==> config.mk <==
export PLATFORM = sky130hd
export DESIGN_NAME = ctr_stream_engine_flat
export DESIGN_NICKNAME = d
export VERILOG_FILES = /design/src/rtl/ctr_stream_engine_if.sv /design/src/rtl/ctr_stream_engine.sv /design/src/flat_wrapper.sv
export SDC_FILE = /design/constraint.sdc
export NUM_CORES = 1
export LEC_CHECK = 0
export CORE_AREA = 2 2 265 267
export DETAILED_ROUTE_END_ITERATION = 8
export DIE_AREA = 0 0 267 269
export PLACE_DENSITY = 0.68
export SYNTH_ARGS = -nofsm -noshare
export SYNTH_HDL_FRONTEND = slang
export SYNTH_SLANG_ARGS = --single-unit
==> constraint.sdc <==
create_clock -name clk -period 8.15 [get_ports clk]
set_input_delay 0.815 -clock clk [delete_from_list [all_inputs] [get_ports clk]]
set_output_delay 0.815 -clock clk [all_outputs]
set_load 0.005 [all_outputs]
==> src/rtl/ctr_stream_engine_if.sv <==
// ctr_stream_engine_if: control, AES handshake and plaintext/ciphertext stream bundle for ctr_stream_engine.
// slave is the engine's view; master is the view of whatever drives it.
interface ctr_stream_engine_if #(
    parameter int MAX_BLOCKS = 16
);
    localparam int NBW = $clog2(MAX_BLOCKS + 1);
    logic           start;
    logic [127:0]   iv;
    logic [NBW-1:0] num_blocks;
    logic [3:0]     last_bytes;
    logic           abort;
    logic           busy;
    logic           done;
    logic           aes_req;
    logic [127:0]   aes_blk;
    logic           aes_ack;
    logic           aes_ks_valid;
    logic [127:0]   aes_ks;
    logic           pt_valid;
    logic [127:0]   pt_data;
    logic           pt_ready;
    logic           ct_valid;
    logic [127:0]   ct_data;
    logic [15:0]    ct_keep;
    logic           ct_last;
    logic           ct_ready;
    modport slave (
        input  start, iv, num_blocks, last_bytes, abort, aes_ack, aes_ks_valid, aes_ks,
               pt_valid, pt_data, ct_ready,
        output busy, done, aes_req, aes_blk, pt_ready, ct_valid, ct_data, ct_keep, ct_last
    );
    modport master (
        output start, iv, num_blocks, last_bytes, abort, aes_ack, aes_ks_valid, aes_ks,
               pt_valid, pt_data, ct_ready,
        input  busy, done, aes_req, aes_blk, pt_ready, ct_valid, ct_data, ct_keep, ct_last
    );
endinterface

==> src/rtl/ctr_stream_engine.sv <==
// ctr_stream_engine: issues AES-CTR counter blocks under a keystream credit limit and XORs
// the returned keystream onto the plaintext stream, trimming the final partial block.
module ctr_stream_engine #(
    parameter int CTR_W      = 32,
    parameter int MAX_BLOCKS = 16,
    parameter int KS_DEPTH   = 2
) (
    input logic                clk,
    input logic                rst_n,
    ctr_stream_engine_if.slave bus
);
    localparam int NBW = $clog2(MAX_BLOCKS + 1);
    localparam int CW  = $clog2(KS_DEPTH + 1);
    localparam int PW  = KS_DEPTH > 1 ? $clog2(KS_DEPTH) : 1;
    // (1 << 128) - 1 folds to all ones, so CTR_W = 128 needs no special case
    localparam logic [127:0]  CTR_MASK = (128'd1 << CTR_W) - 128'd1;
    localparam logic [CW:0]   DEPTH    = (CW + 1)'(KS_DEPTH);
    localparam logic [PW-1:0] LAST_P   = PW'(KS_DEPTH - 1);

    typedef enum logic [1:0] {IDLE, RUN, DRAIN} state_e;

    state_e         state_q, state_d;
    logic [127:0]   ctr_q;
    logic [NBW-1:0] nblk_q, issued_q, consumed_q;
    logic [3:0]     lbytes_q;
    logic [CW-1:0]  outst_q, cnt_q;
    logic [PW-1:0]  wp_q, rp_q;
    logic [127:0]   mem_q [KS_DEPTH];
    logic           ct_valid_q, ct_last_q, zdone_q;
    logic [127:0]   ct_data_q;
    logic [15:0]    ct_keep_q;

    logic         go, req, fire, push, pt_ready, pop, is_last, ct_xfer;
    logic [15:0]  keep;
    logic [127:0] dmask;

    function automatic logic [PW-1:0] ptr_inc(input logic [PW-1:0] p);
        return p == LAST_P ? '0 : p + PW'(1);
    endfunction

    // a new start waits until every response of an aborted message has drained
    assign go       = state_q == IDLE && bus.start && !bus.abort && outst_q == '0;
    assign req      = state_q == RUN && issued_q < nblk_q && ({1'b0, outst_q} + {1'b0, cnt_q}) < DEPTH;
    assign fire     = req && bus.aes_ack;
    assign push     = bus.aes_ks_valid && state_q == RUN && !bus.abort;
    assign pt_ready = state_q == RUN && cnt_q != '0 && (!ct_valid_q || bus.ct_ready);
    assign pop      = bus.pt_valid && pt_ready;
    assign is_last  = consumed_q == nblk_q - NBW'(1);
    assign ct_xfer  = ct_valid_q && bus.ct_ready;
    assign keep     = is_last ? ~(16'hFFFF >> (lbytes_q == 4'd0 ? 5'd16 : {1'b0, lbytes_q})) : 16'hFFFF;

    always_comb begin
        dmask = '0;
        for (int b = 0; b < 16; b++) dmask[8*b +: 8] = {8{keep[b]}};
    end

    always_comb begin
        state_d = state_q;
        if (bus.abort) state_d = IDLE;
        else if (go && bus.num_blocks != '0) state_d = RUN;
        else if (state_q == RUN && pop && is_last) state_d = DRAIN;
        else if (state_q == DRAIN && ct_xfer) state_d = IDLE;
    end

    always_ff @(posedge clk or negedge rst_n) begin
        if (!rst_n) state_q <= IDLE;
        else state_q <= state_d;
    end

    always_ff @(posedge clk or negedge rst_n) begin
        if (!rst_n) begin
            ctr_q      <= '0;
            nblk_q     <= '0;
            lbytes_q   <= '0;
            issued_q   <= '0;
            consumed_q <= '0;
            outst_q    <= '0;
            cnt_q      <= '0;
            wp_q       <= '0;
            rp_q       <= '0;
            for (int i = 0; i < KS_DEPTH; i++) mem_q[i] <= '0;
            ct_valid_q <= 1'b0;
            ct_data_q  <= '0;
            ct_keep_q  <= '0;
            ct_last_q  <= 1'b0;
            zdone_q    <= 1'b0;
        end else begin
            if (go) begin
                ctr_q      <= bus.iv;
                nblk_q     <= bus.num_blocks;
                lbytes_q   <= bus.last_bytes;
                issued_q   <= '0;
                consumed_q <= '0;
            end else if (fire) begin
                ctr_q    <= (ctr_q & ~CTR_MASK) | ((ctr_q + 128'd1) & CTR_MASK);
                issued_q <= issued_q + NBW'(1);
            end
            if (pop) consumed_q <= consumed_q + NBW'(1);
            outst_q <= outst_q + CW'(fire) - CW'(bus.aes_ks_valid && outst_q != '0);
            if (bus.abort) begin
                wp_q  <= '0;
                rp_q  <= '0;
                cnt_q <= '0;
            end else begin
                if (push) begin
                    mem_q[wp_q] <= bus.aes_ks;
                    wp_q        <= ptr_inc(wp_q);
                end
                if (pop) rp_q <= ptr_inc(rp_q);
                cnt_q <= cnt_q + CW'(push) - CW'(pop);
            end
            if (bus.abort) ct_valid_q <= 1'b0;
            else if (pop) begin
                ct_valid_q <= 1'b1;
                ct_data_q  <= (bus.pt_data ^ mem_q[rp_q]) & dmask;
                ct_keep_q  <= keep;
                ct_last_q  <= is_last;
            end else if (ct_xfer) ct_valid_q <= 1'b0;
            zdone_q <= go && bus.num_blocks == '0;
        end
    end

    assign bus.busy     = state_q != IDLE;
    assign bus.done     = zdone_q || (state_q == DRAIN && ct_xfer && !bus.abort);
    assign bus.aes_req  = req;
    assign bus.aes_blk  = ctr_q;
    assign bus.pt_ready = pt_ready;
    assign bus.ct_valid = ct_valid_q;
    assign bus.ct_data  = ct_data_q;
    assign bus.ct_keep  = ct_keep_q;
    assign bus.ct_last  = ct_last_q;
endmodule

==> src/flat_wrapper.sv <==
// flat-port wrapper written by rule: the top's interface ports become plain ports
module ctr_stream_engine_flat 
#(
    parameter int CTR_W      = 32,
    parameter int MAX_BLOCKS = 16,
    parameter int KS_DEPTH   = 2
)
  (clk, rst_n, bus_start, bus_iv, bus_num_blocks, bus_last_bytes, bus_abort, bus_aes_ack, bus_aes_ks_valid, bus_aes_ks, bus_pt_valid, bus_pt_data, bus_ct_ready, bus_busy, bus_done, bus_aes_req, bus_aes_blk, bus_pt_ready, bus_ct_valid, bus_ct_data, bus_ct_keep, bus_ct_last);
  ctr_stream_engine_if #(.MAX_BLOCKS(MAX_BLOCKS)) bus_i ();
  input logic clk;
  input logic rst_n;
  input wire logic [$bits(bus_i.start)-1:0] bus_start;
  input wire logic [$bits(bus_i.iv)-1:0] bus_iv;
  input wire logic [$bits(bus_i.num_blocks)-1:0] bus_num_blocks;
  input wire logic [$bits(bus_i.last_bytes)-1:0] bus_last_bytes;
  input wire logic [$bits(bus_i.abort)-1:0] bus_abort;
  input wire logic [$bits(bus_i.aes_ack)-1:0] bus_aes_ack;
  input wire logic [$bits(bus_i.aes_ks_valid)-1:0] bus_aes_ks_valid;
  input wire logic [$bits(bus_i.aes_ks)-1:0] bus_aes_ks;
  input wire logic [$bits(bus_i.pt_valid)-1:0] bus_pt_valid;
  input wire logic [$bits(bus_i.pt_data)-1:0] bus_pt_data;
  input wire logic [$bits(bus_i.ct_ready)-1:0] bus_ct_ready;
  output wire logic [$bits(bus_i.busy)-1:0] bus_busy;
  output wire logic [$bits(bus_i.done)-1:0] bus_done;
  output wire logic [$bits(bus_i.aes_req)-1:0] bus_aes_req;
  output wire logic [$bits(bus_i.aes_blk)-1:0] bus_aes_blk;
  output wire logic [$bits(bus_i.pt_ready)-1:0] bus_pt_ready;
  output wire logic [$bits(bus_i.ct_valid)-1:0] bus_ct_valid;
  output wire logic [$bits(bus_i.ct_data)-1:0] bus_ct_data;
  output wire logic [$bits(bus_i.ct_keep)-1:0] bus_ct_keep;
  output wire logic [$bits(bus_i.ct_last)-1:0] bus_ct_last;
  assign bus_i.start = bus_start;
  assign bus_i.iv = bus_iv;
  assign bus_i.num_blocks = bus_num_blocks;
  assign bus_i.last_bytes = bus_last_bytes;
  assign bus_i.abort = bus_abort;
  assign bus_i.aes_ack = bus_aes_ack;
  assign bus_i.aes_ks_valid = bus_aes_ks_valid;
  assign bus_i.aes_ks = bus_aes_ks;
  assign bus_i.pt_valid = bus_pt_valid;
  assign bus_i.pt_data = bus_pt_data;
  assign bus_i.ct_ready = bus_ct_ready;
  assign bus_busy = bus_i.busy;
  assign bus_done = bus_i.done;
  assign bus_aes_req = bus_i.aes_req;
  assign bus_aes_blk = bus_i.aes_blk;
  assign bus_pt_ready = bus_i.pt_ready;
  assign bus_ct_valid = bus_i.ct_valid;
  assign bus_ct_data = bus_i.ct_data;
  assign bus_ct_keep = bus_i.ct_keep;
  assign bus_ct_last = bus_i.ct_last;
  ctr_stream_engine #(.CTR_W(CTR_W), .MAX_BLOCKS(MAX_BLOCKS), .KS_DEPTH(KS_DEPTH)) u_core (.clk(clk), .rst_n(rst_n), .bus(bus_i));
endmodule
=== Yosys cells after proc, flatten, opt, wreduce, memory -nomap -nowiden ===
Index checks and enable logic that the tools add are counted.

* $mul: 0
* Magnitude comparators: 5
* Equality and inequality tests: 3
* Reductions and logical operators: 40
* Multiplexer cells: 28
* Shift operators: 1
* Bitwise gates (word level): 7
* Divide/modulo/power cells: 0
* $add $sub $neg: 11

{| class="wikitable"
|+ Operators with widths
! kind !! count
|-
| two-way mux 128 bit || 6
|-
| bitwise mux 256 bit || 1
|-
| AND 128 bit || 1
|-
| demux 128 bit (select 1 bit) || 1
|-
| OR 128 x 32 -> 128 bit || 1
|-
| XOR 128 bit || 1
|-
| adder 32 x 1 -> 32 bit, second input constant || 1
|-
| two-way mux 5 bit || 5
|-
| logical AND 1 bit || 20
|-
| two-way mux 16 bit || 1
|-
| NOT 16 bit || 1
|-
| >> shifter 16 x 5 -> 16 bit, first input constant || 1
|-
| nonzero test 2 bit || 7
|-
| adder 5 x 1 -> 5 bit, second input constant || 2
|-
| two-way mux 2 bit || 5
|-
| two-way mux 1 bit || 9
|-
| == test 5 bit || 1
|-
| zero test 5 bit || 1
|-
| < comparator 5 bit || 1
|-
| nonzero test 5 bit || 1
|-
| subtractor 5 x 1 -> 5 bit, second input constant || 1
|-
| adder 2 x 1 -> 2 bit || 2
|-
| greater-or-equal comparator 2 bit, second input constant || 2
|-
| zero test 2 bit || 2
|-
| other kinds (15) || 21
|}

* Bits in writable memories: 0
* Word-level logic and storage cells: 112
* Bits of input ports: 401
* Bits in latches: 0
* Memories: 0
* Output and inout bits: 278
* Memory bits (read-only): 0
* Bits in registers: 558

=== Longest topological paths before layout ===
* Word-level depth: 9
* Mapped depth: 12

=== Least setup slack after synthesis ===
Ideal clock, no wire load.

* Path kind: reg-to-reg
* Start point: register u_core.outst_q[0]
* End point: register u_core.outst_q[1]
* Clock period less this slack: 2.669 ns
* Slack: 5.481 ns
* Library setup time: 0.080 ns
* Path buffers: 2
* Arrival: 2.589 ns
* Stages on the path, launching flop included: 13
* Path through: dfrtp_1 -> inv_1 -> nor2_1 -> fa_1 -> nor4b_1 -> nand3b_1 -> a211o_1 -> clkbuf_1 -> inv_1 -> buf_2 -> ha_1 -> xnor2_1 -> xnor2_1

* Cells in the longest elaborated chain, start to end: 6
* Elaborated cells on any way between the ends: 8

{| class="wikitable"
|+ RTL lines
! element !! RTL line !! source
|-
| from (decl) || ctr_stream_engine.sv:26 || <nowiki>logic [CW-1:0] outst_q, cnt_q;</nowiki>
|-
| from (signal assigned) || ctr_stream_engine.sv:99 || <nowiki>outst_q <= outst_q + CW'(fire) - CW'(bus.aes_ks_valid && outst_q != '0);</nowiki>
|-
| adder 2 x 2 -> 3 bit || ctr_stream_engine.sv:43 || <nowiki>assign req = state_q == RUN && issued_q < nblk_q && ({1'b0, outst_q} + {1'b0, cnt_q}) < DEPTH;</nowiki>
|-
| < comparator 3 x 2 -> 1 bit || ctr_stream_engine.sv:43 ||
|-
| logical AND 1 bit || ctr_stream_engine.sv:43 ||
|-
| logical AND 1 bit || ctr_stream_engine.sv:44 || <nowiki>assign fire = req && bus.aes_ack;</nowiki>
|-
| adder 2 x 1 -> 2 bit || ctr_stream_engine.sv:99 ||
|-
| subtractor 2 x 1 -> 2 bit * || ctr_stream_engine.sv:99 ||
|}

Every way passes the cells marked *; elsewhere a longest branch is shown, timed or not.
A chain may end at the register's enable or synchronous reset.

=== Worst setup path after layout ===
* Start point: register u_core.outst_q[0]
* End point: output bus_aes_req

* Cells in the longest elaborated chain, start to end: 3

{| class="wikitable"
|+ RTL lines
! element !! RTL line !! source
|-
| adder 2 x 2 -> 3 bit || ctr_stream_engine.sv:43 ||
|-
| < comparator 3 x 2 -> 1 bit || ctr_stream_engine.sv:43 ||
|-
| logical AND 1 bit || ctr_stream_engine.sv:43 ||
|-
| to (decl) || flat_wrapper.sv:25 || <nowiki>output wire logic [$bits(bus_i.aes_req)-1:0] bus_aes_req;</nowiki>
|}

Every way passes these cells.

==> impl_metrics.csv <==
group,metric,value,unit
critical_path,worstPathRequired,7.34,ns
clock_network,ctsHoldBuffers,0,
drt,routed_via_density,4.93,
floorplanning,ios,679,
clock_network,max-clock-path-buffers,3,
sta,setup-violations-final,0,
sta,clock_skew,0.0152,ns
clock_network,cts-htree-levels,2,
synth,synth_xor_area_share,5.23,%
global_routing,grt_pass1_vias,18965,
critical_path,slowest_delay,0.59,ns
layout,layout.nets,3066,
global_routing,grt_pass1_wl,112,mm
clock_network,cts-buffers-inserted,61,
synth,synth_largest_area_cell,"dfrtp_1",
synth,synth-simple-area-share,9.02,%
sta,rsz0062_at_grt,"false",
drt,drc_errors,0,
sta,tightest_slew,1.14,ns
place,port-buffer-count,678,
power,p_leak,15.1,nW
synth,synth_top_family_by_area,"multiplexers",
place,placedCellCount,3529,
critical_path,startpoint_type,"flip-flop",
critical_path,slowest_stage,"clkdlybuf4s50_1",
floorplanning,core.rowCount,97,
global_routing,grtUsageTotal,20.3,%
synth,avgSynthCellArea,12.2,µm²
layout,instances_no_fill,3655,
synth,synthAdderAreaFrac,0.700,%
global_routing,grt-ovfl-total,0,
synth,netlist_top_cells_count,"558 x dfrtp_1, 365 x nand2_1, 257 x mux2_2, 131 x mux2i_1, 122 x xnor2_1",
synth,synth-edff-count,0,
layout,drive_gt1_share,14.8,%
drt,wl_met3,4.43,mm
synth,synth_warnings,0,
sta,achievable-frequency,248,MHz
synth,synth.top_cell.area_share,57.5,%
global_routing,antenna_found_initial,22,
synth,synth_flop_cell,"dfrtp_1",
drt,routed_wl,75.2,mm
drt,dr_wl_met2,37.9,mm
place,pre_cts_ws,4.20,ns
floorplanning,die_area,71800,µm²
critical_path,cp_max_fo,3,
power,ir_drop,0.242,mV
drt,ant_nets,0,
synth,synth_mux_area_share,17.3,%
synth,yosysSeqAreaShare,57.5,%
sta,hold_viol_final,0,
worst_hold_path,hp-class,"input pin to async pin",
synth,ys_ff_latch,558,
drt,wl_met1,30.2,mm
flow_run,max_cap_viol_count,0,
drt,vias,18034,
layout,final_area,34100,µm²
sta,totalNegativeSetupSlack,0,ns
synth,async_flop_share,100,%
sta,max_slew_margin,23.7,%
drt,firstDrtPassIters,4,
global_routing,grt_max_degree,162,
place,gp_congestion,0.910,
place,hpwl,54.2,mm
layout,fill_cells,6105,
synth,syn_area,24300,µm²
clock_network,clk_latency,0.61,ns
place,placed_area,32100,µm²
synth,synthesis.nets,2412,
critical_path,end_kind,"output port",
clock_network,cts_tree,"built",
sta,setup_ws,4.12,ns
clock_network,post_cts_buffers,0,
sta,min_period_over_period,49.4,%
clock_network,clk_pin_slew_worst_paths,0.06,ns
sta,slew_viol_final,0,
clock_network,root_buffer,"clkbuf_16",
layout,area_growth,40.4,%
critical_path,critPathArrivalTime,3.21,ns
critical_path,path_cells,"inv_1, nor2_1, fa_1, nor4b_1, nand3b_1, a21oi_1, clkdlybuf4s50_1",
drt,routedWlPerCell,20.6,µm
clock_network,ctsResizeCount,0,
power,power_density,293,nW/µm²
critical_path,path_class,"flip-flop to output port",
synth,yosysMostFrequentCell,"dfrtp_1",
floorplanning,die-height,269,µm
sta,min_period,4.03,ns
synth,yosys.cell_types.count,55,
drt,top_layer,"met5",
synth,synthTopCellsByArea,"dfrtp_1 57%, mux2_2 12%, nand2_1 5.6%, mux2i_1 5.4%, xnor2_1 4.4%",
floorplanning,start_util,35.1,%
synth,synth_compound_gate_area_share,8.20,%
synth,synthCells,1998,
drt,drt_iter0_markers,1141,
outcome,status,"finished, final reports clean",
clock_network,cts_sinks,558,
floorplanning,die_w,267,µm
floorplanning,core,69300,µm²
[layer usage]
metal,up-vias,global-route usage [%]
met5,-,0
met4,8,8.82
met3,152,4.63
met2,527,34.6
met1,9050,24.5
li1,8297,-
[path summary, 6_finish.rpt]
| check | slack (ns) | cells past startpoint | startpoint | to |
|---|---|---|---|---|
| worst max register to register | 4.89 | 6 | u_core.cnt_q[1]$_DFF_PN0_ | u_core.bus.ct_data[96]$_DFFE_PN0P_ |
| worst max-delay path | 4.12 | 7 | u_core.outst_q[0]$_DFF_PN0_ | bus_aes_req |
| worst min register to register | 0.47 | 2 | u_core.bus.aes_blk[60]$_DFFE_PN0P_ | u_core.bus.aes_blk[60]$_DFFE_PN0P_ |
| max in group asynchronous | 6.32 | 2 | rst_n | u_core.bus.ct_data[41]$_DFFE_PN0P_ |
| worst min-delay path | 0.25 | 1 | rst_n | u_core.mem_q[168]$_DFFE_PN0P_ |
| min in group clk | 0.47 | 2 | u_core.bus.aes_blk[60]$_DFFE_PN0P_ | u_core.bus.aes_blk[60]$_DFFE_PN0P_ |
[report_power, final]
part	switching, mW	internal, mW	total (mW)
logic	1.28	1.77	3.05
clock network	1.14	1.63	2.76
registers	0.576	3.61	4.19
[final cells by class]
type	count	area (µm²)	share of cell area (%)
antenna	18	45.0	0.132
clock buffer	89	1810	5.32
clock inverter	19	191	0.561
inverter	23	86.3	0.253
multi-input combinational	1306	9850	28.9
sequential	558	14000	40.9
tap	940	1180	3.45
timing repair buffer	702	7000	20.5
[worst max-delay path: cells and delay by family, from the launching register on]
kind | cells | cell delay (ns)
and+or+nand+nor | 3 | 0.90
buffers and inverters | 2 | 0.66
adders and majority gates | 1 | 0.42
DFF | 1 | 0.38
AOI/OAI and AO/OA | 1 | 0.24
[state kept, by name, summed over array words and instances, names as in the netlist]
register             count
u_core.bus.ct_keep      16
u_core.consumed_q        5
u_core.state_q           2
u_core.bus.ct_valid      1
u_core.cnt_q             2
u_core.zdone_q           1
u_core.lbytes_q          4
u_core.bus.ct_data     128
u_core.outst_q           2
u_core.bus.ct_last       1
u_core.nblk_q            5
u_core.bus.aes_blk     128
u_core.issued_q          5
u_core.rp_q              1
u_core.mem_q           256
u_core.wp_q              1
[stage by stage]
| step | util [%] | total power, mW | hold slack (ns) |
|---|---|---|---|
| detailed placement | 46.3 | 7.31 | 0.462 |
| finish | 49.3 | 10.0 | 0.253 |
| floorplan | - | 5.68 | 0.459 |
| global placement | 46.3 | 7.18 | 0.459 |
| global route | 49.2 | 10.6 | 0.326 |
| CTS | 49.2 | 10.1 | 0.283 |
[cells in the final DEF (no fill, tap or decap), drive strengths merged, types with 22 or more instances in the layout]
master and n:
a22o 112, a31oi 35, buf 25, clkbuf 89, clkdlybuf4s50 677, dfrtp 558, inv 25, mux2 257
mux2i 131, nand2 365, nand3 25, nor2 36, o21ai 36, o31ai 22, xnor2 122, xor2 23
[cells by family after synthesis]
| logic type | count (synthesis) |
|---|---|
| flip-flops | 558 |
| AO/OA/AOI/OAI | 252 |
| buffers and inverters | 134 |
| adder cells (fa/ha/maj) | 13 |
| multiplexers | 388 |
| AND/OR/NAND/NOR | 508 |
| XOR/XNOR | 145 |
(Power assumes the default switching activity.)
